--- src/rtl/dvs_ravens_pkg.sv ---
// dvs_ravens_pkg: shared arbiter types and widths for the DVS-RAVENS event interface.
package dvs_ravens_pkg;
    typedef enum logic {ARB_IDLE, ARB_GRANT} arb_state_t;
    localparam int ARB_STAT_W = 16;
    localparam int ARB_HOLD_W = 8;
endpackage

--- src/rtl/dvs_ravens_rr_pick.sv ---
// dvs_ravens_rr_pick: combinational picker, first eligible index from start (round-robin) or from 0 (fixed).
module dvs_ravens_rr_pick #(
    parameter int NUM_REQ = 4
) (
    input  logic [NUM_REQ-1:0]         elig,
    input  logic [$clog2(NUM_REQ)-1:0] start,
    input  logic                       rr_mode,
    output logic [$clog2(NUM_REQ)-1:0] winner,
    output logic                       found
);
    localparam int IW = $clog2(NUM_REQ);
    int j;
    // Scan from the farthest offset down so the nearest eligible index wins.
    always_comb begin
        winner = '0;
        found  = 1'b0;
        j      = 0;
        for (int k = NUM_REQ - 1; k >= 0; k--) begin
            j = ((rr_mode ? int'(start) : 0) + k) % NUM_REQ;
            if (elig[j[IW-1:0]]) begin
                winner = j[IW-1:0];
                found  = 1'b1;
            end
        end
    end
endmodule

--- src/rtl/dvs_ravens_rr_arbiter.sv ---
// dvs_ravens_rr_arbiter: N-requester FIFO-gated arbiter with bounded hold.
// Optional per-requester grant counters with DVS_RAVENS_ARB_STATS_EN.
module dvs_ravens_rr_arbiter
    import dvs_ravens_pkg::*;
#(
    parameter int                   NUM_REQ       = 4,
    parameter logic [NUM_REQ-1:0]   PRODUCER_MASK = NUM_REQ'(4'b0011),
    parameter bit                   RR_MODE       = 1'b1,
    parameter int                   MAX_HOLD      = 8
) (
    input  logic                       clk,
    input  logic                       rst,
    input  logic [NUM_REQ-1:0]         req,
    input  logic [NUM_REQ-1:0]         done,
    input  logic                       fifo_empty,
    input  logic                       fifo_full,
    output logic [NUM_REQ-1:0]         grant,
    output logic                       grant_valid,
    output logic [$clog2(NUM_REQ)-1:0] grant_id,
    output logic                       hold_timeout
`ifdef DVS_RAVENS_ARB_STATS_EN
    ,
    output logic [NUM_REQ*ARB_STAT_W-1:0] grant_count
`endif
);
    localparam int IW = $clog2(NUM_REQ);
    arb_state_t state, state_n;
    logic [NUM_REQ-1:0]    elig;
    logic [IW-1:0]         last_winner, start, winner;
    logic                  found, rel, timeout, at_max;
    logic [ARB_HOLD_W-1:0] hold_cnt;

    assign elig = req & ~(PRODUCER_MASK & {NUM_REQ{fifo_full}}) & ~(~PRODUCER_MASK & {NUM_REQ{fifo_empty}});
    assign start = (last_winner == IW'(NUM_REQ - 1)) ? '0 : last_winner + 1'b1;
    assign at_max = hold_cnt == ARB_HOLD_W'(MAX_HOLD - 1);
    assign grant_valid = |grant;

    dvs_ravens_rr_pick #(.NUM_REQ(NUM_REQ)) u_pick (
        .elig    (elig),
        .start   (start),
        .rr_mode (RR_MODE),
        .winner  (winner),
        .found   (found)
    );

    // A dropped request also clears elig, so elig covers both revocation causes.
    always_comb begin
        rel     = (state == ARB_GRANT) && (done[grant_id] || !elig[grant_id] || at_max);
        timeout = (state == ARB_GRANT) && at_max && !done[grant_id] && elig[grant_id];
        state_n = (state == ARB_IDLE) ? (found ? ARB_GRANT : ARB_IDLE) : (rel ? ARB_IDLE : ARB_GRANT);
    end

    always_ff @(posedge clk) begin
        if (rst) begin
            state        <= ARB_IDLE;
            grant        <= '0;
            grant_id     <= '0;
            hold_cnt     <= '0;
            hold_timeout <= 1'b0;
            last_winner  <= IW'(NUM_REQ - 1);
        end else begin
            state        <= state_n;
            hold_timeout <= timeout;
            if (state == ARB_IDLE && found) begin
                grant       <= NUM_REQ'(1) << winner;
                grant_id    <= winner;
                hold_cnt    <= '0;
                last_winner <= winner;
            end else if (rel) begin
                grant    <= '0;
                grant_id <= '0;
                hold_cnt <= '0;
            end else if (state == ARB_GRANT) begin
                hold_cnt <= hold_cnt + 1'b1;
            end
        end
    end

`ifdef DVS_RAVENS_ARB_STATS_EN
    logic [ARB_STAT_W-1:0] stat [NUM_REQ];
    for (genvar i = 0; i < NUM_REQ; i++) begin : g_stat
        always_ff @(posedge clk) begin
            if (rst)
                stat[i] <= '0;
            else if (state == ARB_IDLE && found && winner == IW'(i) && stat[i] != '1)
                stat[i] <= stat[i] + 1'b1;
        end
        assign grant_count[i*ARB_STAT_W +: ARB_STAT_W] = stat[i];
    end
`endif
endmodule

--- config.mk ---
export PLATFORM = sky130hd
export DESIGN_NAME = dvs_ravens_rr_arbiter
export DESIGN_NICKNAME = d
export VERILOG_FILES = /design/src/rtl/dvs_ravens_pkg.sv /design/src/rtl/dvs_ravens_rr_pick.sv /design/src/rtl/dvs_ravens_rr_arbiter.sv
export SDC_FILE = /design/constraint.sdc
export NUM_CORES = 1
export LEC_CHECK = 0
export BUFFER_PORTS_ARGS = -buffer_cell sky130_fd_sc_hd__buf_4
export CAP_MARGIN = 20
export CORE_ASPECT_RATIO = 1.1
export CORE_UTILIZATION = 56
export CTS_CLUSTER_DIAMETER = 30
export DETAILED_ROUTE_END_ITERATION = 12
export PLACE_DENSITY = 0.8
export SLEW_MARGIN = 0
export SYNTH_ARGS = -nofsm -noshare
export SYNTH_HDL_FRONTEND = slang
export SYNTH_SLANG_ARGS = --single-unit
--- constraint.sdc ---
create_clock -name clk -period 2.65 [get_ports clk]
set_input_delay 0 -clock clk [delete_from_list [all_inputs] [get_ports clk]]
set_output_delay 0 -clock clk [all_outputs]
set_load 0.01 [all_outputs]
-- Word-level counts from Yosys, hierarchy flattened
Index checks and enable logic that the tools add are counted.
- flip-flop bits (word level): 18
- output and inout port bits: 8
- input bits: 12
- logic and storage cells: 64
- reductions and logical operators: 12
- equality and inequality tests: 2
- muxes and demuxes: 28
- bitwise operators: 5
- $add $sub $neg: 5
- shift operators: 1
- order comparisons: 5
- operators by type and width (operator ; count):
    less-than comparator 2 x 3 -> 1 bit, second input constant ; 5
    two-way mux 2 bit ; 7
    two-way mux 1 bit ; 13
    binary-select mux 1 bit (select 2 bit) ; 6
    adder 8 x 1 -> 8 bit, second input constant ; 1
    bitwise AND 4 bit ; 2
    equality test 8 x 3 -> 1 bit, second input constant ; 1
    two-way mux 4 bit ; 2
    logical AND 1 bit ; 5
    adder 2 x 1 -> 2 bit, second input constant ; 2
    adder 2 bit, second input constant ; 2
    inverter 2 -> 4 bit ; 1
    inverter 4 bit ; 1
    OR reduction 4 bit ; 1
    << shifter 1 x 2 -> 4 bit, first input constant ; 1
    OR reduction 3 bit ; 1
    equality test 2 bit, second input constant ; 1
    zero test 1 bit ; 2
    logical OR 1 bit ; 2
    nonzero test 2 bit ; 1
    inverter 1 bit ; 1

-- Longest topological paths before layout
- depth in word-level cells: 11
- depth in mapped cells: 6
- depth with buffers taken out: 6

-- By module
From an unflattened synthesis, not the netlist that was laid out.
- cell total of the unflattened synthesis: 125
- area, all modules: 1077.3 um^2
- by module, submodules not included (module ; area each (um^2) ; cells each ; times used):
    dvs_ravens_rr_arbiter ; 899.6 ; 100 ; 1
    dvs_ravens_rr_pick ; 177.7 ; 25 ; 1

-- Worst setup path after synthesis
No wires, ideal clock.
- path type: flip-flop to flip-flop
- from: register grant_id[0]
- to: register grant[1]
- data arrival time: 1.717 ns
- cell stages (with the launch flop): 6
- setup slack: 0.877 ns
- library setup time: 0.056 ns
- path buffers: 0
- path through: dfxtp_1 -> or3b_1 -> a2111o_1 -> a21boi_4 -> o21ai_4 -> a2bb2o_4
- word-level cells in the longest chain between the ends: 7
- RTL lines (element ; RTL line ; source):
    start, declared ; dvs_ravens_rr_arbiter.sv:19 ; output logic [$clog2(NUM_REQ)-1:0] grant_id,
    start signal, assigned ; dvs_ravens_rr_arbiter.sv:66 ; grant_id <= winner;
    binary-select mux 1 bit (select 2 bit) ; dvs_ravens_rr_arbiter.sv:48 ; rel = (state == ARB_GRANT) && (done[grant_id] || !elig[grant_id] || at_max);
    two-way mux 1 bit (implied by the code) ; dvs_ravens_rr_arbiter.sv:48 ;
    zero test 1 bit ; dvs_ravens_rr_arbiter.sv:48 ;
    logical OR 1 bit * (2 in series) ; dvs_ravens_rr_arbiter.sv:48 ;
    logical AND 1 bit * ; dvs_ravens_rr_arbiter.sv:48 ;
    nonzero test 2 bit (no line) * ; -- ;
    end signal, assigned ; dvs_ravens_rr_arbiter.sv:65 ; grant <= NUM_REQ'(1) << winner;
    end, declared ; dvs_ravens_rr_arbiter.sv:17 ; output logic [NUM_REQ-1:0] grant,
Mark *: on every way between the ends. The rest lies on a longest branch, timed or not. The select of a mux whose other input is x is not followed.
A chain may end at the register's enable or synchronous reset.

-- Final worst setup path
- from: register state
- to: register grant[1]
- word-level cells in the longest chain between the ends: 3
- RTL lines (element ; RTL line ; source):
    start, declared ; dvs_ravens_rr_arbiter.sv:27 ; arb_state_t state, state_n;
    start signal, assigned ; dvs_ravens_rr_arbiter.sv:62 ; state <= state_n;
    inverter 1 bit ; dvs_ravens_rr_arbiter.sv:64 ; if (state == ARB_IDLE && found) begin
    logical AND 1 bit ; dvs_ravens_rr_arbiter.sv:64 ;
    two-way mux 4 bit or nonzero test 2 bit (tied branches) ; -- ;
Parallel ways exist; a longest one is shown, timed or not.

==> metrics.md <==
| Metric | Value |
|---|---|
| Setup-failing EPs final | 0 |
| Port Buf Inserts | 19 |
| HPWL after detailed placement | 1.68 mm |
| Core Util, Final | about 73% |
| CP required | 2890 ps |
| CTS Buf Count | 3 |
| Number of max-cap violations | 0 |
| Unrepaired setup endpoints after global routing | no |
| Fin. max-slew vios | 0 |
| Synth top area share | a little under two fifths |
| Post-synth EDFFs | 0 |
| Yosys reg bits | 18 |
| Worst r2r src | state$_SDFF_PP0_ |
| WL final | ~2.0 mm |
| Crit Path Category | flip-flop to flip-flop |
| Pwr/cell area | between 400 and 500 nW/um^2 |
| YS warnings | 0 |
| Fin area | ~1200 sq um |
| Async SR Flop Fraction | 0% |
| Cell family with most CP delay | compound AO/OA/AOI/OAI gates |
| Maximum VDD drop | 0.000326 V |
| Peak fanout along the critical path | 10 |
| Routed wire length per instance | 13.3 um |
| Core Area | around 1600 sq um |
| Hold wc startpoint | fifo_empty |
| Overall global routing resource usage | a little over a quarter |
| Syn_nets | 127 |
| Hold path depth | 3 |
| Hold Crit Endpoint | hold_timeout$_SDFF_PP0_ |
| Min Tclk post-route | approximately 1900 ps |
| Worst Path Buf+Inv | 1 |
| Largest net degree at the start of global routing | 11 |
| Layout cells sized above 1 | about a fifth |
| Setup_tns | 0 ps |
| Max Buffers Root-to-Sink | 2 |
| Worst EP arrival | about 2100 ps |
| Die width | slightly above 40 um |
| Clk_lat worst skew | between 200 and 300 ps |
| Die H | 45.2 um |
| Final period utilization | a little over two thirds |
| Main synth FF type | dfxtp_1 |
| Final Skew | approximately 6 ps |
| Sequential cell area fraction in the yosys report | between 30% and 40% |
| Congestion Overflow GR | 0 |
| Via/cell ratio | between 5 and 6 |
| Crit-path slowest cell | a2111o_1 |
| CTS Sinks | 18 |
| FP Rows | 15 |
| DP Worst Slack | around 800 ps |
| Number of distinct library cells after synthesis | 38 |
| Max frequency | ~540 MHz |
| Relative slew slack | around 70% |
| Starting density of the core | between 60% and 70% |
| Area contributors post-synth | dfxtp_1 (38%), nor2_1 (5.1%), xor2_1 (4.6%) |
| Placed Area | between 1000 and 1500 sq um |
| Critical path depth | 5 |
| # Post-CTS Setup Buffers | 0 |
| Clk root buf | clkbuf_4 |
| Vias in the first global route | ~840 |
| FF-to-FF End | grant[1]$_SDFFE_PP0P_ |
| H-tree Lvls | 1 |
| Syn_area_per_cell | around 8.4 sq um |
| Cell type with the largest total area after synthesis | dfxtp_1 |
| Final #Nets | between 150 and 200 |
| CP Cell Sequence | clkinvlp_2 -> a2111o_1 -> a21boi_4 -> o21ai_4 -> a2bb2o_4 |
| Worst-margin pin slew | between 400 and 500 ps |
| Area Growth Syn to Fin | 21.6% |
| CP max stage delay | 500 ps |
| I/O pin cnt | 20 |
| Startpoint types | flip-flop |
| Setup WS post-layout | 791 ps |
| DRT iter0 DRCs | 18 |
| Synthesized instance count | around 110 |
| Die area | roughly 1900 sq um |
| CTS tree | built |
| Worst hold slack | 122 ps |
| Initial antenna violation count | 0 |
| P_leak | 0.488 nW |
| Cells after DPL | between 100 and 150 |
| Ant diodes | 0 |
| DRC | 0 |
| Routed Antenna Nets | 0 |
| Final hold vios | 0 |
| Non-filler cells, final | ~150 |
| Crit end category | flip-flop |
| Placer Congestion | around 0.81 |
| CTS clk-pin slew, worst paths | 100 ps |
| Post-CTS resize count | 0 |
| Worst r2r path cells | 5 |
| DRT Pass-1 Iters | 4 |
| Mapped cell area | ~950 sq um |
| Status | finished, final reports clean |
| Pwr Total | 0.573 mW |
| First-pass GRT wire length | 3.46 mm |
| Type of the most critical hold path | primary input to flip-flop |
| Reg-to-reg slack, setup | around 800 ps |
| Routed vias | 881 |
==> placed cells by master, fill, tap and decap left out, types with 2 or more instances in the layout <==
| master | Yosys | layout |
|---|---|---|
| inv_1 | 9 | 9 |
| nor2b_1 | 3 | 3 |
| o21ai_1 | 2 | 2 |
| a21oi_1 | 6 | 6 |
| nor2_1 | 13 | 13 |
| nor3_1 | 2 | 2 |
| dfxtp_1 | 18 | 18 |
| clkbuf_4 | 0 | 3 |
| o22ai_1 | 2 | 2 |
| nor3b_1 | 2 | 2 |
| o21ai_0 | 2 | 2 |
| nand3_1 | 4 | 4 |
| buf_4 | 0 | 19 |
| nand4_1 | 5 | 5 |
| and3_1 | 2 | 2 |
| ha_1 | 2 | 2 |
| xor2_1 | 5 | 5 |
| o211ai_1 | 3 | 3 |
| nand2_1 | 11 | 11 |
| nand2b_1 | 2 | 2 |
==> area by class of cell <==
| cell class | instances | area [sq um] |
|---|---|---|
| inverter | 10 | 38.8 |
| multi-input combinational | 84 | 546 |
| timing repair buffer | 20 | 153 |
| fill | 140 | 422 |
| clock buffer | 4 | 36.3 |
| sequential | 18 | 360 |
| tap | 17 | 21.3 |
==> worst reg2reg max path, delay by kind of cell, from the launching register on <==
kind | cells | cell delay [ps]
buffers and inverters | 1 | 260
flip-flops | 1 | 490
AO/OA/AOI/OAI | 4 | 1080
==> sequential cells by signal, indices dropped and copies added, names as in the netlist <==
name / cells
grant_id: 2
hold_timeout: 1
last_winner: 2
grant: 4
hold_cnt: 8
state: 1
==> layer usage <==
metal / up-vias / track usage (%) / wire length, um
met5: - / 0 / 0
met3: 2 / 7.39 / 61
li1: 453 / - / -
met4: 0 / 3.87 / 8
met1: 412 / 31.7 / 889
met2: 14 / 48.4 / 1080
==> report_power, final <==
group / switching (mW) / internal, mW / total, mW
sequential: 0.0104 / 0.282 / 0.292
combinational: 0.0643 / 0.0540 / 0.118
clock: 0.0791 / 0.0837 / 0.163
==> Yosys cell counts, types with 3 or more instances <==
cell / instances
dfxtp_1: 18
nor2_1: 13
nand2_1: 11
inv_1: 9
a21oi_1: 6
nand4_1: 5
xor2_1: 5
nand3_1: 4
nor2b_1: 3
o211ai_1: 3
==> cell families (layout without fill, tap and decap cells) <==
family	Yosys count	after routing	share of synthesized area [%]
flops	18	18	37.9
fa+ha+maj	2	2	2.63
compound gates	28	28	23.7
buf+inv	11	34	4.61
xor+xnor	5	5	4.61
mux	1	1	1.05
simple gates	48	48	25.4
==> worst max-delay path by stage <==
stage / startpoint / endpoint / slack [ps]
6_report: state$_SDFF_PP0_ / grant[1]$_SDFFE_PP0P_ / 790
5_1_grt: state$_SDFF_PP0_ / grant[1]$_SDFFE_PP0P_ / 700
3_5_place_dp: grant_id[0]$_SDFFE_PP0P_ / grant[1]$_SDFFE_PP0P_ / 810
2_1_floorplan: grant_id[0]$_SDFFE_PP0P_ / grant[1]$_SDFFE_PP0P_ / 880
4_1_cts: state$_SDFF_PP0_ / grant[1]$_SDFFE_PP0P_ / 790
3_3_place_gp: grant_id[0]$_SDFFE_PP0P_ / grant[1]$_SDFFE_PP0P_ / 850
==> timing repair <==
item	in CTS	in global routing
hold buffers	1	0
setup endpoints to repair	0	0
endpoints found under the hold margin	5	0
No activity file was read; power rests on OpenSTA's default activity.
